`config.mk`:
```
export PLATFORM = sky130hd
export DESIGN_NAME = uart_rx_flat
export DESIGN_NICKNAME = d
export VERILOG_FILES = /design/src/rtl/uart_rx_if.sv /design/src/rtl/uart_rx.sv /design/src/flat_wrapper.sv
export SDC_FILE = /design/constraint.sdc
export NUM_CORES = 1
export LEC_CHECK = 0
export BUFFER_PORTS_ARGS = -buffer_cell sky130_fd_sc_hd__buf_2
export CORE_UTILIZATION = 62
export CTS_BUF_LIST = sky130_fd_sc_hd__clkbuf_4 sky130_fd_sc_hd__clkbuf_8 sky130_fd_sc_hd__clkbuf_16
export DETAILED_ROUTE_END_ITERATION = 8
export GPL_TIMING_DRIVEN = 1
export PLACE_DENSITY_LB_ADDON = 0.1
export SETUP_SLACK_MARGIN = 0.4
export SYNTH_ARGS = -nofsm -noshare
export SYNTH_HDL_FRONTEND = slang
export SYNTH_SLANG_ARGS = --single-unit
```
`constraint.sdc`:
```
create_clock -name clk -period 3.7 [get_ports clk]
set_input_delay 0.185 -clock clk [delete_from_list [all_inputs] [get_ports clk]]
set_output_delay 0.185 -clock clk [all_outputs]
set_load 0.02 [all_outputs]
```
`src/rtl/uart_rx_if.sv`:
```
// Receive-side bundle for uart_rx: serial pin in, byte and status strobes out.
interface uart_rx_if;
    logic       rx;
    logic [7:0] data;
    logic       rcv;
    logic       busy;
    logic       frame_err;
    logic       parity_err;

    modport master (output rx, input data, rcv, busy, frame_err, parity_err);
    modport slave  (input rx, output data, rcv, busy, frame_err, parity_err);
endinterface

```
`src/rtl/uart_rx.sv`:
```
// 8N1 UART receiver with mid-bit sampling; define UART_RX_PARITY_EN for 8E1
// framing with a parity_err strobe alongside rcv.
module uart_rx #(
    parameter int unsigned M = 868
) (
    input  logic      clk,
    input  logic      rst,
    uart_rx_if.slave  bus
);
    localparam int unsigned CW   = $clog2(M);
    localparam int unsigned HALF = M / 2;

    typedef enum logic [2:0] {
        S_IDLE, S_START, S_DATA, S_PAR, S_STOP, S_BREAK
    } state_t;

    state_t        state_q, state_d;
    logic [CW-1:0] cnt_q, cnt_d;
    logic [7:0]    shift_q, shift_d;
    logic [2:0]    bit_q, bit_d;
    logic [1:0]    sync_q, sync_d;
    logic [7:0]    data_q, data_d;
    logic          rcv_q, rcv_d;
    logic          ferr_q, ferr_d;
    logic          busy_q, busy_d;
    logic          rx_s;
    logic          tick_c;
`ifdef UART_RX_PARITY_EN
    logic          par_q, par_d;
    logic          perr_q, perr_d;
`endif

    assign rx_s = sync_q[1];

    // Start bit is sampled at its mid-point; every later bit one full period on.
    always_comb begin
        if (state_q == S_START) tick_c = (cnt_q == CW'(HALF - 1));
        else                    tick_c = (cnt_q == CW'(M - 1));
    end

    always_ff @(posedge clk or posedge rst) begin
        if (rst) begin
            state_q <= S_IDLE;
            cnt_q   <= '0;
            shift_q <= '0;
            bit_q   <= '0;
            sync_q  <= 2'b11;
            data_q  <= '0;
            rcv_q   <= 1'b0;
            ferr_q  <= 1'b0;
            busy_q  <= 1'b0;
`ifdef UART_RX_PARITY_EN
            par_q   <= 1'b0;
            perr_q  <= 1'b0;
`endif
        end else begin
            state_q <= state_d;
            cnt_q   <= cnt_d;
            shift_q <= shift_d;
            bit_q   <= bit_d;
            sync_q  <= sync_d;
            data_q  <= data_d;
            rcv_q   <= rcv_d;
            ferr_q  <= ferr_d;
            busy_q  <= busy_d;
`ifdef UART_RX_PARITY_EN
            par_q   <= par_d;
            perr_q  <= perr_d;
`endif
        end
    end

    always_comb begin
        state_d = state_q;
        case (state_q)
            S_IDLE:  if (!rx_s) state_d = S_START;
            S_START: if (tick_c) state_d = rx_s ? S_IDLE : S_DATA;
            S_DATA: begin
                if (tick_c && bit_q == 3'd7) begin
`ifdef UART_RX_PARITY_EN
                    state_d = S_PAR;
`else
                    state_d = S_STOP;
`endif
                end
            end
            S_PAR:   if (tick_c) state_d = S_STOP;
            S_STOP:  if (tick_c) state_d = rx_s ? S_IDLE : S_BREAK;
            S_BREAK: if (rx_s) state_d = S_IDLE;
            default: state_d = S_IDLE;
        endcase
    end

    always_comb begin
        sync_d  = {sync_q[0], bus.rx};
        cnt_d   = '0;
        shift_d = shift_q;
        bit_d   = bit_q;
        data_d  = data_q;
        rcv_d   = 1'b0;
        ferr_d  = 1'b0;
        busy_d  = (state_d != S_IDLE);
`ifdef UART_RX_PARITY_EN
        par_d   = par_q;
        perr_d  = 1'b0;
`endif
        case (state_q)
            S_START: begin
                cnt_d = tick_c ? '0 : cnt_q + CW'(1);
                if (tick_c && !rx_s) bit_d = 3'd0;
            end
            S_DATA: begin
                cnt_d = tick_c ? '0 : cnt_q + CW'(1);
                if (tick_c) begin
                    shift_d = {rx_s, shift_q[7:1]};
                    bit_d   = bit_q + 3'd1;
                end
            end
            S_PAR: begin
                cnt_d = tick_c ? '0 : cnt_q + CW'(1);
`ifdef UART_RX_PARITY_EN
                if (tick_c) par_d = rx_s;
`endif
            end
            S_STOP: begin
                cnt_d = tick_c ? '0 : cnt_q + CW'(1);
                // A low stop bit keeps the old byte and only flags the framing error.
                if (tick_c) begin
                    if (rx_s) begin
                        data_d = shift_q;
                        rcv_d  = 1'b1;
`ifdef UART_RX_PARITY_EN
                        perr_d = par_q ^ (^shift_q);
`endif
                    end else begin
                        ferr_d = 1'b1;
                    end
                end
            end
            default: cnt_d = '0;
        endcase
    end

    assign bus.data      = data_q;
    assign bus.rcv       = rcv_q;
    assign bus.busy      = busy_q;
    assign bus.frame_err = ferr_q;
`ifdef UART_RX_PARITY_EN
    assign bus.parity_err = perr_q;
`else
    assign bus.parity_err = 1'b0;
`endif

endmodule

```
`src/flat_wrapper.sv`:
```
// flat-port wrapper written by rule: the top's interface ports become plain ports
module uart_rx_flat 
#(
    parameter int unsigned M = 868
)
  (clk, rst, bus_rx, bus_data, bus_rcv, bus_busy, bus_frame_err, bus_parity_err);
  uart_rx_if bus_i ();
  input  logic clk;
  input  logic rst;
  input wire logic [$bits(bus_i.rx)-1:0] bus_rx;
  output wire logic [$bits(bus_i.data)-1:0] bus_data;
  output wire logic [$bits(bus_i.rcv)-1:0] bus_rcv;
  output wire logic [$bits(bus_i.busy)-1:0] bus_busy;
  output wire logic [$bits(bus_i.frame_err)-1:0] bus_frame_err;
  output wire logic [$bits(bus_i.parity_err)-1:0] bus_parity_err;
  assign bus_i.rx = bus_rx;
  assign bus_data = bus_i.data;
  assign bus_rcv = bus_i.rcv;
  assign bus_busy = bus_i.busy;
  assign bus_frame_err = bus_i.frame_err;
  assign bus_parity_err = bus_i.parity_err;
  uart_rx #(.M(M)) u_core (.clk(clk), .rst(rst), .bus(bus_i));
endmodule
```
==> flow_summary.ini <==
[logic_synthesis]
synth_cell_type_count = 41
synth.area.mux_share = 0.128
synth_warnings = 0
synth_edf_count = 0
synthArstFlopShare = 1.00
synth_seq_cells = 37
synth_fp_nets = 156
syn_area_per_cell_um2 = 11.6
synthSimpleGateAreaFrac = 0.161
syn-cell-area_mm2 = 0.00174
synth_top_family_by_area = simple AND/OR/NAND/NOR gates
synth_ff_type = dfrtp_1
synth_xor_area_frac = 0.0454
synthAdderAreaFrac = 0.0216
yosysSeqAreaShare = 0.535
synthCells = 150
synth_compound_area_frac = 0.0713

[sta]
worst_pin_slew_ns = 0.603
hold_viol = 0
max_slew_margin = 0.597
setup_violations = 0
skew_ns = 0.00625
rsz0062_at_grt = false
finalCritPeriodShare = 0.663
max_clock_freq_ghz = 0.408
fin_setup_tns_ns = 0
slew_viol_final = 0
post-route-min-period_ns = 2.45

[floorplanning]
core.rowCount = 18
io_pins = 15
core_area_mm2 = 0.00257
die_w_um = 54.9
dieArea_mm2 = 0.00302
die_y_um = 54.9
initial_utilization = 0.676

[power]
power_frac_comb = 0.022
intPower_uw = 481
irDropWorstVdd_uv = 281
p_leak_uw = 0.000899
power_density_mw_per_mm2 = 331
switching_share = 0.231
clockPowerShare = 0.327
switchingPower_uw = 144
seqPwrFrac = 0.651

[min_path]
worst_hold_path_type = flip-flop to flip-flop
whs_path_depth = 0
hold_path.startpoint = u_core.sync_q[0]$_DFF_PP1_
min_to = u_core.sync_q[1]$_DFF_PP1_

[grt]
grt.total_usage = 0.232
grt_pass1_vias = 1065
antenna_found_initial = 0
grt_max_degree = 38
overflow = 0
grt_pass1_wl_um = 4690

[placement]
numPlacedInstances = 188
gp_congestion = 0.807
port_buffers = 13
place_hpwl_um = 2040
post_dp_cell_area_mm2 = 0.00182

[critical_path]
cpPeakStageDelay_ns = 0.56
path_class = flip-flop to flip-flop
required_ns = 3.94
cp_slowest_cell = nand4_1
cp_max_fo = 14
r2r_slack_ns = 1.25
crit_path_start_kind = flip-flop
crit_chain = nor3b_1, nand4_1, a21boi_4, mux2_2
r2r_cells = 4
critical_path.endpoint_type = flip-flop
rr_endpoint = u_core.shift_q[2]$_DFFE_PP0P_
timing.rr.start = u_core.state_q[2]$_DFF_PP0_
worstPathArrival_ns = 2.69

[drt]
antenna_left = 0
drt_iter0_markers = 24
drt_pre_antenna_iters = 6
vias = 1155
drc = 0
wl_um = 2920
viasPerCell = 5.83
wire_per_inst_um = 14.8

[clock_tree]
clk_path_buf_depth = 2
insertion_delay_ns = 0.34
htree_levels = 2
clkSlewWorstSetupHoldPaths_ns = 0.11
numClockSinks = 37
cts_root_buf = clkbuf_4
numCtsBuffers = 5
cts_resized = 0
cts_tree = built

[layout]
fillers = 199
stdcell_count = 198
drive_above_1_share = 0.256
final_area_mm2 = 0.00189
finalNetCount = 173
area_growth_pct = 9.01
finish.utilization = 0.737
diodes = 0

[run_status]
status = complete, no violations

[run]
max_cap_violations = 0
-- cell families after synthesis --
family,after synthesis
and+or+nand+nor,51
muxes,20
buffers and inverters,15
adders and majority gates,3
other,1
xor gates and xnor gates,9
DFF,37
AOI/OAI and AO/OA,14
-- power groups by stage --
stage,Sequential [uW],Combinational (uW),Clock [uW]
6_report,407,13.9,205
5_1_grt,408,16.6,230
4_1_cts,407,14.4,213
3_5_place_dp,415,12.8,0
3_3_place_gp,415,12.3,0
2_1_floorplan,415,9.34,0
-- worst max-delay path by stage --
stage	from	end	slack, ns
2_1_floorplan	u_core.cnt_q[3]$_DFF_PP0_	u_core.shift_q[0]$_DFFE_PP0P_	1.52
3_3_place_gp	u_core.cnt_q[3]$_DFF_PP0_	u_core.shift_q[4]$_DFFE_PP0P_	1.33
3_5_place_dp	u_core.state_q[2]$_DFF_PP0_	u_core.shift_q[5]$_DFFE_PP0P_	1.22
4_1_cts	u_core.state_q[2]$_DFF_PP0_	u_core.shift_q[5]$_DFFE_PP0P_	1.21
5_1_grt	u_core.state_q[2]$_DFF_PP0_	u_core.shift_q[2]$_DFFE_PP0P_	1.03
6_report	u_core.state_q[2]$_DFF_PP0_	u_core.shift_q[2]$_DFFE_PP0P_	1.25
-- cells in the mapped netlist (2+ instances only) --
library cell,n,share of area
a211o_1,2,0.010
nand2_1,5,0.011
buf_2,2,0.0058
o21ai_0,2,0.0058
or4_1,2,0.0086
mux2_1,2,0.013
a21oi_1,2,0.0058
inv_1,9,0.019
nor3b_1,3,0.013
and3_1,2,0.0072
dfrtp_1,35,0.50
mux2i_1,3,0.017
nand2b_1,3,0.011
ha_1,3,0.022
dfstp_2,2,0.030
nand4_1,3,0.011
nor3_1,3,0.0086
clkbuf_1,2,0.0043
nand3_1,7,0.020
nor2_1,15,0.032
xnor2_1,6,0.030
a31oi_1,2,0.0072
xor2_1,3,0.015
mux2_2,15,0.097
-- critical path, delay by kind of cell (launching register included) --
kind | cells | cell delay (ns)
simple gates | 2 | 0.94
flops | 1 | 0.54
compound gates | 1 | 0.49
mux | 1 | 0.38
-- what timing repair did --
action | CTS | global route
hold buffers | 2 | 0
hold endpoints to repair | 36 | 0
buffers inserted | 0 | 0
-- flip-flops by register name, indices dropped and copies added (netlist names) --
name and count:
u_core.bit_q 3, u_core.bus.busy 1, u_core.bus.data 8, u_core.bus.frame_err 1
u_core.bus.rcv 1, u_core.cnt_q 10, u_core.shift_q 8, u_core.state_q 3
u_core.sync_q 2
-- cells in the final DEF, fill, tap and decap left out, drive strengths merged, types with 5 or more instances in the layout --
cell,count
nand3,7
inv,9
dfrtp,35
buf,14
clkbuf,5
nor2,15
xnor2,6
nand2,5
mux2,17
-- area by class of cell --
| class | count | area, um^2 | share of cell area |
|---|---|---|---|
| inverters | 9 | 33.8 | 0.0178 |
| well taps | 30 | 37.5 | 0.0198 |
| repair buffers | 16 | 92.6 | 0.0489 |
| clock inverters | 3 | 17.5 | 0.00925 |
| flip-flops and latches | 37 | 928 | 0.490 |
| multi-input cells | 98 | 746 | 0.394 |
| clock buffers | 5 | 37.5 | 0.0198 |
-- layer usage --
metal	up-vias	track usage	routed length, um
li1	554	-	-
met1	566	0.287	1330
met2	29	0.373	1420
met3	6	0.0820	128
met4	0	0.0875	45
met5	-	0	0
-- per-stage QoR --
stage,setup WS [ns],hold slack [ns],total power (uW)
after floorplan,1.52,0.189,424
after global placement,1.33,0.293,427
after detailed placement,1.22,0.293,428
after CTS,1.21,0.367,635
after global routing,1.03,0.368,654
final,1.25,0.365,626
Power figures use the tool's default switching activity.
